`src/rtl/fp_align_pkg.sv`:
```
// Shared types and helpers for the FPU alignment/normalisation barrel shifter.
// Provides the shift mode encoding, a constant clog2, and the saturation fill selector.
package fp_align_pkg;

   typedef enum logic [1:0] {
      LSR = 2'd0,
      ASR = 2'd1,
      LSL = 2'd2,
      RSV = 2'd3
   } shift_mode_t;

   function automatic int unsigned clog2_f(input int unsigned n);
      int unsigned r;
      r = 0;
      for (int unsigned i = 0; i < 32; i++) begin
         if ((32'd1 << i) < n) r = i + 1;
      end
      return r;
   endfunction

   // An oversized shift leaves only sign copies for ASR, otherwise zeros.
   function automatic logic sat_fills_sign(input shift_mode_t m);
      return m == ASR;
   endfunction

endpackage

```
`src/rtl/fp_align_level.sv`:
```
// One combinational log2 barrel level: shifts by SHIFT when enabled and folds lost 1-bits into sticky.
// Zero latency; no handshake of its own, the parent pipeline owns flow control.
module fp_align_level
   import fp_align_pkg::*;
#(
   parameter int unsigned WIDTH = 26,
   parameter int unsigned SHIFT = 1
) (
   input  logic [WIDTH-1:0] data,
   input  logic             sticky_in,
   input  logic [1:0]       mode,
   input  logic             sign,
   input  logic             enable,
   output logic [WIDTH-1:0] data_out,
   output logic             sticky_out
);

   always_comb begin
      data_out   = data;
      sticky_out = sticky_in;
      if (enable) begin
         case (shift_mode_t'(mode))
            ASR: begin
               data_out   = {{SHIFT{sign}}, data[WIDTH-1:SHIFT]};
               sticky_out = sticky_in | (|data[SHIFT-1:0]);
            end
            LSL: begin
               data_out   = {data[WIDTH-SHIFT-1:0], {SHIFT{1'b0}}};
               sticky_out = sticky_in | (|data[WIDTH-1:WIDTH-SHIFT]);
            end
            default: begin
               data_out   = {{SHIFT{1'b0}}, data[WIDTH-1:SHIFT]};
               sticky_out = sticky_in | (|data[SHIFT-1:0]);
            end
         endcase
      end
   end

endmodule

```
`src/rtl/fp_align_shifter.sv`:
```
// Pipelined barrel shifter (LSR/ASR/LSL) with sticky output; latency 1 + popcount(REG_MASK).
// Whole pipe advances when the output is empty or taken; flush clears valids and blocks input.
module fp_align_shifter
   import fp_align_pkg::*;
#(
   parameter int unsigned WIDTH    = 26,
   parameter int unsigned SHAMT_W  = 8,
   parameter logic [31:0] REG_MASK = 32'b00100
) (
   input  logic               CLK,
   input  logic               nRST,
   input  logic               flush,
   input  logic               in_valid,
   output logic               in_ready,
   input  logic [WIDTH-1:0]   fraction,
   input  logic [SHAMT_W-1:0] shift_amount,
   input  logic [1:0]         mode,
   output logic               out_valid,
   input  logic               out_ready,
   output logic [WIDTH-1:0]   result,
   output logic               sticky
);

   localparam int unsigned NUM_LEVELS = clog2_f(WIDTH);

   logic ready_q;
   logic adv;
   logic accept;

   assign adv      = !out_valid || out_ready;
   assign in_ready = adv && ready_q && !flush;
   assign accept   = in_valid && in_ready;

   always_ff @(posedge CLK or negedge nRST) begin
      if (!nRST) ready_q <= 1'b0;
      else       ready_q <= 1'b1;
   end

   // Oversized shifts are resolved here so the levels only ever see in-range amounts.
   logic [31:0]           shamt_ext;
   logic                  sat;
   logic                  sign0;
   logic [WIDTH-1:0]      d0;
   logic                  s0;
   logic [NUM_LEVELS-1:0] sh0;

   assign shamt_ext = 32'(shift_amount);
   assign sat       = shamt_ext >= WIDTH;
   assign sign0     = fraction[WIDTH-1];

   always_comb begin
      d0  = fraction;
      s0  = 1'b0;
      sh0 = shamt_ext[NUM_LEVELS-1:0];
      if (sat) begin
         sh0 = '0;
         if (sat_fills_sign(shift_mode_t'(mode))) begin
            d0 = {WIDTH{sign0}};
            s0 = |fraction[WIDTH-2:0];
         end else begin
            d0 = '0;
            s0 = |fraction;
         end
      end
   end

   for (genvar i = 0; i < NUM_LEVELS; i++) begin : g_lvl
      logic [WIDTH-1:0]      d_in;
      logic [WIDTH-1:0]      d_out;
      logic                  s_in;
      logic                  s_out;
      logic                  sign_in;
      logic                  vld_in;
      logic [1:0]            mode_in;
      logic [NUM_LEVELS-1:0] sh_in;

      if (i == 0) begin : g_head
         assign d_in    = d0;
         assign s_in    = s0;
         assign sign_in = sign0;
         assign vld_in  = accept;
         assign mode_in = mode;
         assign sh_in   = sh0;
      end else if (REG_MASK[i-1]) begin : g_reg
         always_ff @(posedge CLK or negedge nRST) begin
            if (!nRST) begin
               vld_in  <= 1'b0;
               d_in    <= '0;
               s_in    <= 1'b0;
               sign_in <= 1'b0;
               mode_in <= '0;
               sh_in   <= '0;
            end else begin
               if (flush)    vld_in <= 1'b0;
               else if (adv) vld_in <= g_lvl[i-1].vld_in;
               if (adv) begin
                  d_in    <= g_lvl[i-1].d_out;
                  s_in    <= g_lvl[i-1].s_out;
                  sign_in <= g_lvl[i-1].sign_in;
                  mode_in <= g_lvl[i-1].mode_in;
                  sh_in   <= g_lvl[i-1].sh_in;
               end
            end
         end
      end else begin : g_wire
         assign d_in    = g_lvl[i-1].d_out;
         assign s_in    = g_lvl[i-1].s_out;
         assign sign_in = g_lvl[i-1].sign_in;
         assign vld_in  = g_lvl[i-1].vld_in;
         assign mode_in = g_lvl[i-1].mode_in;
         assign sh_in   = g_lvl[i-1].sh_in;
      end

      fp_align_level #(
         .WIDTH (WIDTH),
         .SHIFT (1 << i)
      ) u_level (
         .data       (d_in),
         .sticky_in  (s_in),
         .mode       (mode_in),
         .sign       (sign_in),
         .enable     (sh_in[i]),
         .data_out   (d_out),
         .sticky_out (s_out)
      );
   end

   always_ff @(posedge CLK or negedge nRST) begin
      if (!nRST) begin
         out_valid <= 1'b0;
         result    <= '0;
         sticky    <= 1'b0;
      end else begin
         if (flush)    out_valid <= 1'b0;
         else if (adv) out_valid <= g_lvl[NUM_LEVELS-1].vld_in;
         if (adv) begin
            result <= g_lvl[NUM_LEVELS-1].d_out;
            sticky <= g_lvl[NUM_LEVELS-1].s_out;
         end
      end
   end

endmodule

```
`config.mk`:
```
export PLATFORM = sky130hd
export DESIGN_NAME = fp_align_shifter
export DESIGN_NICKNAME = d
export VERILOG_FILES = /design/src/rtl/fp_align_pkg.sv /design/src/rtl/fp_align_level.sv /design/src/rtl/fp_align_shifter.sv
export SDC_FILE = /design/constraint.sdc
export NUM_CORES = 1
export LEC_CHECK = 0
export CAP_MARGIN = 0
export CELL_PAD_IN_SITES_DETAIL_PLACEMENT = 0
export CELL_PAD_IN_SITES_GLOBAL_PLACEMENT = 2
export CORE_ASPECT_RATIO = 1.5
export CORE_MARGIN = 5
export CORE_UTILIZATION = 41
export CTS_CLUSTER_DIAMETER = 50
export DETAILED_ROUTE_END_ITERATION = 10
export DONT_BUFFER_PORTS = 1
export MAX_ROUTING_LAYER = met4
export PLACE_DENSITY_LB_ADDON = 0.15
export REMOVE_ABC_BUFFERS = 1
export SLEW_MARGIN = 20
export SYNTH_ARGS = -nofsm -noshare
export SYNTH_HDL_FRONTEND = slang
export SYNTH_HIERARCHICAL = 1
export SYNTH_SLANG_ARGS = --single-unit
```
`constraint.sdc`:
```
create_clock -name CLK -period 3.03 [get_ports CLK]
set_clock_uncertainty 0.1 [all_clocks]
set_input_delay 0.606 -clock CLK [delete_from_list [all_inputs] [get_ports CLK]]
set_output_delay 0.606 -clock CLK [all_outputs]
set_load 0.005 [all_outputs]
```
==> Word level (Yosys, flattened, before mapping) <==
Cells that the tools add are included.
{ "word_totals": {"register_bits": 65, "in_bits": 41, "output_inout_bits": 29} }
{ "op_classes": {"magnitude_cmp": 1, "n_eq_ne": 4, "mux": 29, "bitwise_logic": 10, "n_reduce_logical": 17} }
{ "ops": {"columns": ["op", "count"], "rows": [
  ["$pmux W26 S2", 5],
  ["$mux W26", 7],
  ["$reduce_or A16 Y1", 2],
  ["$reduce_or A26 Y1", 1],
  ["$reduce_or A25 Y1", 1],
  ["$mux W1", 16],
  ["$reduce_or A8 Y1", 2],
  ["$or A1 B1 Y1", 10],
  ["$ge A8 B5 Y1 const B", 1],
  ["$reduce_or A4 Y1", 2],
  ["$mux W5", 1],
  ["$eq A2 B1 Y1 const B", 2],
  ["$eq A2 B2 Y1 const B", 2],
  ["$reduce_or A2 Y1", 2],
  ["$logic_and A1 B1 Y1", 3],
  ["$logic_not A1 Y1", 2],
  ["$reduce_bool A2 Y1", 1],
  ["$logic_or A1 B1 Y1", 1]
]} }

==> Depth between registers and ports, before layout <==
{ "depth": {"word_depth": 12, "ltp_mapped": 12, "ltp_nobuf": 10} }

==> Modules after synthesis <==
Netlist, hierarchy kept.
{ "modules_own_cells": {"columns": ["module", "instances", "cells_per_inst", "area_per_inst_um2", "seq_area_each_um2"], "rows": [
  ["fp_align_shifter", 1, 191, 2693.8, 1551.5],
  ["fp_align_level (g_lvl[2].u_level)", 1, 123, 730.7, 0.0],
  ["fp_align_level (g_lvl[3].u_level)", 1, 94, 589.3, 0.0],
  ["fp_align_level (g_lvl[1].u_level)", 1, 69, 575.6, 0.0],
  ["fp_align_level (g_lvl[0].u_level)", 1, 69, 561.8, 0.0],
  ["fp_align_level (g_lvl[4].u_level)", 1, 57, 416.6, 0.0]
]} }

==> Worst setup path after synthesis <==
No wires, ideal clock.
{ "synth_timing": {"path_kind": "input to register", "startpoint": "input port shift_amount[1]", "endpoint": "register g_lvl[3].s_in", "setup_ps": 125, "arrival_ps": 2931, "required_ps": 2805, "path_slack_ps": -126, "stages": 12, "n_path_buf": 2, "cell_sequence": "o211ai_2 -> and2_1 -> buf_2 -> buf_4 -> a21o_1 -> and2b_1 -> a221o_1 -> and2b_1 -> a221o_2 -> nor4_1 -> o221ai_1 -> mux2_2"} }
{ "synth_between": {"word_cells_on_any_way": 24, "classes_between": "order compare: 1; mux: 13; bitwise: 6; reduce/logical: 4"} }
{ "synth_lines": {"columns": ["item", "line", "text"], "rows": [
  ["start: declaration", "fp_align_shifter.sv:16", "input logic [SHAMT_W-1:0] shift_amount,"],
  ["$ge A8 B5 Y1", "fp_align_shifter.sv:48", "assign sat = shamt_ext >= WIDTH;"],
  ["$mux W26", "fp_align_shifter.sv:55", "if (sat) begin"],
  ["named net d0[3]", "fp_align_shifter.sv:43", "logic [WIDTH-1:0] d0;"],
  ["$mux W26", "fp_align_level.sv:21", "if (enable) begin"],
  ["named net g_lvl[0].d_out[3]", "fp_align_shifter.sv:69", "logic [WIDTH-1:0] d_out;"],
  ["$mux W26", "fp_align_level.sv:21", null],
  ["named net g_lvl[1].d_out[3]", "fp_align_shifter.sv:69", null],
  ["$reduce_or A4 Y1", "fp_align_level.sv:25, fp_align_level.sv:33", null],
  ["$or A1 B1 Y1", "fp_align_level.sv:25, fp_align_level.sv:33", null],
  ["$mux W1", null, null],
  ["$mux W1", "fp_align_level.sv:21", null],
  ["named net g_lvl[2].s_out", "fp_align_shifter.sv:71", "logic s_out;"],
  ["end signal: assignment", "fp_align_shifter.sv:98", "s_in <= g_lvl[i-1].s_out;"],
  ["end: declaration", "fp_align_shifter.sv:70", "logic s_in;"]
]} }
The timed path passes the listed nets, and every way through them passes these cells.
A chain may end at the register's enable or synchronous reset.

==> Final worst setup path <==
{ "layout_timing": {"startpoint": "input port shift_amount[7]", "endpoint": "register g_lvl[3].s_in"} }
{ "layout_between": {"word_cells_on_any_way": 24, "classes_between": "order compare: 1; mux: 13; bitwise: 6; reduce/logical: 4"} }
{ "layout_lines": {"columns": ["item", "line", "text"], "rows": [
  ["$ge A8 B5 Y1", "fp_align_shifter.sv:48", null],
  ["$mux W26", "fp_align_shifter.sv:55", null],
  ["named net d0[1]", "fp_align_shifter.sv:43", null],
  ["$mux W26", "fp_align_level.sv:21", null],
  ["named net g_lvl[0].d_out[1]", "fp_align_shifter.sv:69", null],
  ["$pmux W26 S2", "fp_align_level.sv:22", "case (shift_mode_t'(mode))"],
  ["$mux W26", "fp_align_level.sv:21", null],
  ["named net g_lvl[1].d_out[3]", "fp_align_shifter.sv:69", null],
  ["$reduce_or A4 Y1", "fp_align_level.sv:25, fp_align_level.sv:33", null],
  ["$or A1 B1 Y1", "fp_align_level.sv:25, fp_align_level.sv:33", null],
  ["$mux W1", null, null],
  ["$mux W1", "fp_align_level.sv:21", null],
  ["named net g_lvl[2].s_out", "fp_align_shifter.sv:71", null]
]} }
The timed path passes the listed nets, and every way through them passes these cells.

==> reports/metrics.json <==
{
  "fmax": {"value": 351, "unit": "MHz"},
  "powerDensity": {"value": 416, "unit": "mW/mm2"},
  "pre_cts_slack": {"value": -0.256, "unit": "ns"},
  "cts_post_setup_buffers_inserted": {"value": 0},
  "main_area_contributors_after_synthesis": {"value": "sky130_fd_sc_hd__dfrtp_1 (28%), sky130_fd_sc_hd__a221o_1 (11%), sky130_fd_sc_hd__mux2_2 (11%)"},
  "maxCapViolCount": {"value": 0},
  "fillerInstances": {"value": 1271},
  "seqCellArea": {"value": 0.00155, "unit": "mm2"},
  "grt.total_usage": {"value": 19.8, "unit": "%"},
  "cts_h_tree_depth": {"value": 3},
  "share_of_the_clock_period_used_by_the_worst_path_after_layout": {"value": 94.1, "unit": "%"},
  "worst_slack": {"value": 0.180, "unit": "ns"},
  "layout_min_cycle_time": {"value": 2.85, "unit": "ns"},
  "chipWidth": {"value": 105, "unit": "um"},
  "worstSetupEndpointType": {"value": "register"},
  "tritoncts_num_sinks": {"value": 62},
  "ys_seq_area_share": {"value": 27.9, "unit": "%"},
  "grt_start_max_net_pins": {"value": 63},
  "drt.antenna.violating_nets": {"value": 0},
  "cts_buffer_depth": {"value": 2},
  "critical_path_arrival": {"value": 2.96, "unit": "ns"},
  "synth_commonest_cells": {"value": "sky130_fd_sc_hd__a221o_1 (63), sky130_fd_sc_hd__dfrtp_1 (62), sky130_fd_sc_hd__mux2_2 (56), sky130_fd_sc_hd__inv_1 (44), sky130_fd_sc_hd__nor2b_1 (42)"},
  "critical_path.startpoint_type": {"value": "input pin"},
  "clkSlewWorstSetupHoldPaths": {"value": 0.05, "unit": "ns"},
  "yosysTopAreaCellShare": {"value": 27.9, "unit": "%"},
  "synth-async-reset-ratio": {"value": 100, "unit": "%"},
  "rows": {"value": 52},
  "path_max_fanout": {"value": 13},
  "core": {"value": 0.0134, "unit": "mm2"},
  "post_synth_instance_area": {"value": 0.00557, "unit": "mm2"},
  "post-synth-top-area-cell": {"value": "sky130_fd_sc_hd__dfrtp_1"},
  "slew_headroom": {"value": 40.2, "unit": "%"},
  "routabilityCongestion": {"value": 0.873},
  "dieHeight": {"value": 153, "unit": "um"},
  "n_antenna_cell": {"value": 0},
  "boundaryPins": {"value": 70},
  "wl": {"value": 15600, "unit": "um"},
  "final-max-slew-violation-count": {"value": 0},
  "via_count_of_the_first_global_routing_pass": {"value": 4941},
  "path_class": {"value": "in2reg"},
  "io_buffers": {"value": 0},
  "hold_ws": {"value": 0.0415, "unit": "ns"},
  "max_slew.worst_pin.slew": {"value": 0.897, "unit": "ns"},
  "ys.warnings.count": {"value": 6},
  "hpwlAfterDp": {"value": 12700, "unit": "um"},
  "routed_wire_length_per_instance": {"value": 19.7, "unit": "um"},
  "clock-root-buffer": {"value": "sky130_fd_sc_hd__clkbuf_16"},
  "post_synth.cell_area_avg": {"value": 9.23, "unit": "um2"},
  "yosys_most_used_dff": {"value": "sky130_fd_sc_hd__dfrtp_1"},
  "total_leakage_power": {"value": 2.91, "unit": "nW"},
  "yosys_register_bits": {"value": 62},
  "final_core_utilization": {"value": 47.1, "unit": "%"},
  "ys_types": {"value": 63},
  "grt_pass1_wl": {"value": 25300, "unit": "um"},
  "initial_antenna_violation_count": {"value": 0},
  "initialDrtViolationCount": {"value": 188},
  "setup_repair_after_global_routing_missed_its_margin": {"value": "no"},
  "maximum_vdd_drop": {"value": 0.000254, "unit": "V"},
  "drt_pass1_iterations": {"value": 5},
  "post_drt_via_cell_ratio": {"value": 5.99},
  "grt_overflow": {"value": 0},
  "cts_buffers": {"value": 9},
  "worst_ep_required_time": {"value": 3.14, "unit": "ns"},
  "multi_input_area": {"value": 0.00350, "unit": "mm2"},
  "drive_above_1_share": {"value": 24.5, "unit": "%"},
  "hold_violations": {"value": 0},
  "setup-violations-final": {"value": 0},
  "clock_latency": {"value": 0.33, "unit": "ns"},
  "syn-instance-count": {"value": 603},
  "worstHoldPathType": {"value": "in2async"},
  "synth.most_common_cell": {"value": "sky130_fd_sc_hd__a221o_1"},
  "drc": {"value": 0},
  "start_util": {"value": 41.5, "unit": "%"},
  "synth-edff-count": {"value": 0},
  "fin_nets": {"value": 678},
  "run_status": {"value": "finished, final reports clean"},
  "dr_total_vias": {"value": 4736},
  "area_growth": {"value": 13.3, "unit": "%"},
  "tritoncts": {"value": "built"},
  "fp.dieArea": {"value": 0.0161, "unit": "mm2"}
}
-- power breakdown --
part | total (mW) | switching [mW] | internal (mW)
combinational | 0.602 | 0.300 | 0.302
sequential | 0.977 | 0.0736 | 0.904
clock | 1.04 | 0.335 | 0.709
total | 2.62 | 0.709 | 1.91
-- state kept, by name, indices dropped and copies added (netlist names) --
signal         flops
g_lvl.d_in        26
g_lvl.mode_in      2
g_lvl.s_in         1
g_lvl.sh_in        2
g_lvl.sign_in      1
g_lvl.vld_in       1
out_valid          1
ready_q            1
result            26
sticky             1
-- cells in the final DEF, fill, tap and decap left out, types with 3 or more instances in the layout --
cell and n:
sky130_fd_sc_hd__clkinv_2 3, sky130_fd_sc_hd__nor4_1 10, sky130_fd_sc_hd__a221o_1 63, sky130_fd_sc_hd__inv_1 44
sky130_fd_sc_hd__o21ai_1 10, sky130_fd_sc_hd__nand2_1 19, sky130_fd_sc_hd__nand2b_1 7, sky130_fd_sc_hd__nor3_1 4
sky130_fd_sc_hd__buf_4 53, sky130_fd_sc_hd__a31oi_1 18, sky130_fd_sc_hd__mux2_2 56, sky130_fd_sc_hd__nor2b_1 41
sky130_fd_sc_hd__a21oi_1 11, sky130_fd_sc_hd__dfrtp_1 62, sky130_fd_sc_hd__nand3b_1 18, sky130_fd_sc_hd__or4_1 4
sky130_fd_sc_hd__a21o_1 27, sky130_fd_sc_hd__ha_1 13, sky130_fd_sc_hd__buf_12 8, sky130_fd_sc_hd__o22ai_1 16
sky130_fd_sc_hd__nor2_1 24, sky130_fd_sc_hd__o21ai_0 23, sky130_fd_sc_hd__a22o_1 11, sky130_fd_sc_hd__a22oi_1 7
sky130_fd_sc_hd__and2b_1 15, sky130_fd_sc_hd__clkbuf_16 9, sky130_fd_sc_hd__a221o_2 3
-- timing repair --
item,in CTS,in global routing
endpoints found under the hold margin,62,0
resized for setup,0,2
endpoints found under the setup margin,0,4
hold buffers,1,0
-- metal layers --
metal	up-vias	part of all wire [%]	global-route usage [%]
met4	0	2.9	7.37
met1	2290	35	18.4
met3	25	3.4	2.63
met2	109	59	39.5
met5	-	0	-
li1	2312	-	-
-- final timing paths --
| kind | startpoint | to | slack, ns | cells after the start |
|---|---|---|---|---|
| worst min register to register | g_lvl[3].vld_in | out_valid | 0.42 | 2 |
| max in group asynchronous | nRST | g_lvl[3].d_in[18] | 2.52 | 1 |
| worst min-delay path | nRST | result[12] | 0.04 | 1 |
| min in group CLK | flush | g_lvl[3].vld_in | 0.24 | 1 |
| worst max register to register | g_lvl[3].mode_in[0] | sticky | 0.19 | 10 |
| worst max-delay path | shift_amount[7] | g_lvl[3].s_in | 0.18 | 10 |
-- stage by stage --
step	setup TNS [ns]	cells	cell area, um2	power (mW)
after floorplan	-63.55	551	5200	1.37
after global placement	-2.40	774	5970	1.56
after detailed placement	-3.97	774	5970	1.58
after CTS	0	790	6300	2.66
after global routing	0	790	6310	2.76
final	0	790	6310	2.62
-- critical path: stages --
cell and delay, ns:
sky130_fd_sc_hd__nor3_4 0.25, sky130_fd_sc_hd__a211oi_4 0.17, sky130_fd_sc_hd__buf_4 0.19, sky130_fd_sc_hd__a21o_1 0.18
sky130_fd_sc_hd__and2b_1 0.16, sky130_fd_sc_hd__a221o_1 0.28, sky130_fd_sc_hd__a221o_2 0.38, sky130_fd_sc_hd__nor4_1 0.30
sky130_fd_sc_hd__o221ai_1 0.17, sky130_fd_sc_hd__mux2_2 0.28
-- cell families (layout without fill, tap and decap cells) --
family / Yosys count / in the layout / share of synthesized area, %
buffers and inverters: 97 / 122 / 9.62
AND/OR/NAND/NOR: 168 / 168 / 18.8
adder cells (fa/ha/maj): 13 / 13 / 2.92
AO/OA/AOI/OAI: 205 / 205 / 29.2
other: 1 / 1 / 0.0674
flip-flops: 62 / 62 / 27.9
multiplexers: 57 / 57 / 11.5
-- area by class of cell --
type | count | share of cell area (%)
multi-input combinational | 444 | 55.4
sequential | 62 | 24.6
timing repair buffer | 62 | 9.28
clock buffer | 10 | 3.63
tap | 162 | 3.21
inverter | 45 | 2.68
clock inverter | 5 | 1.19
Note: power is estimated with default switching activity, not from simulation.
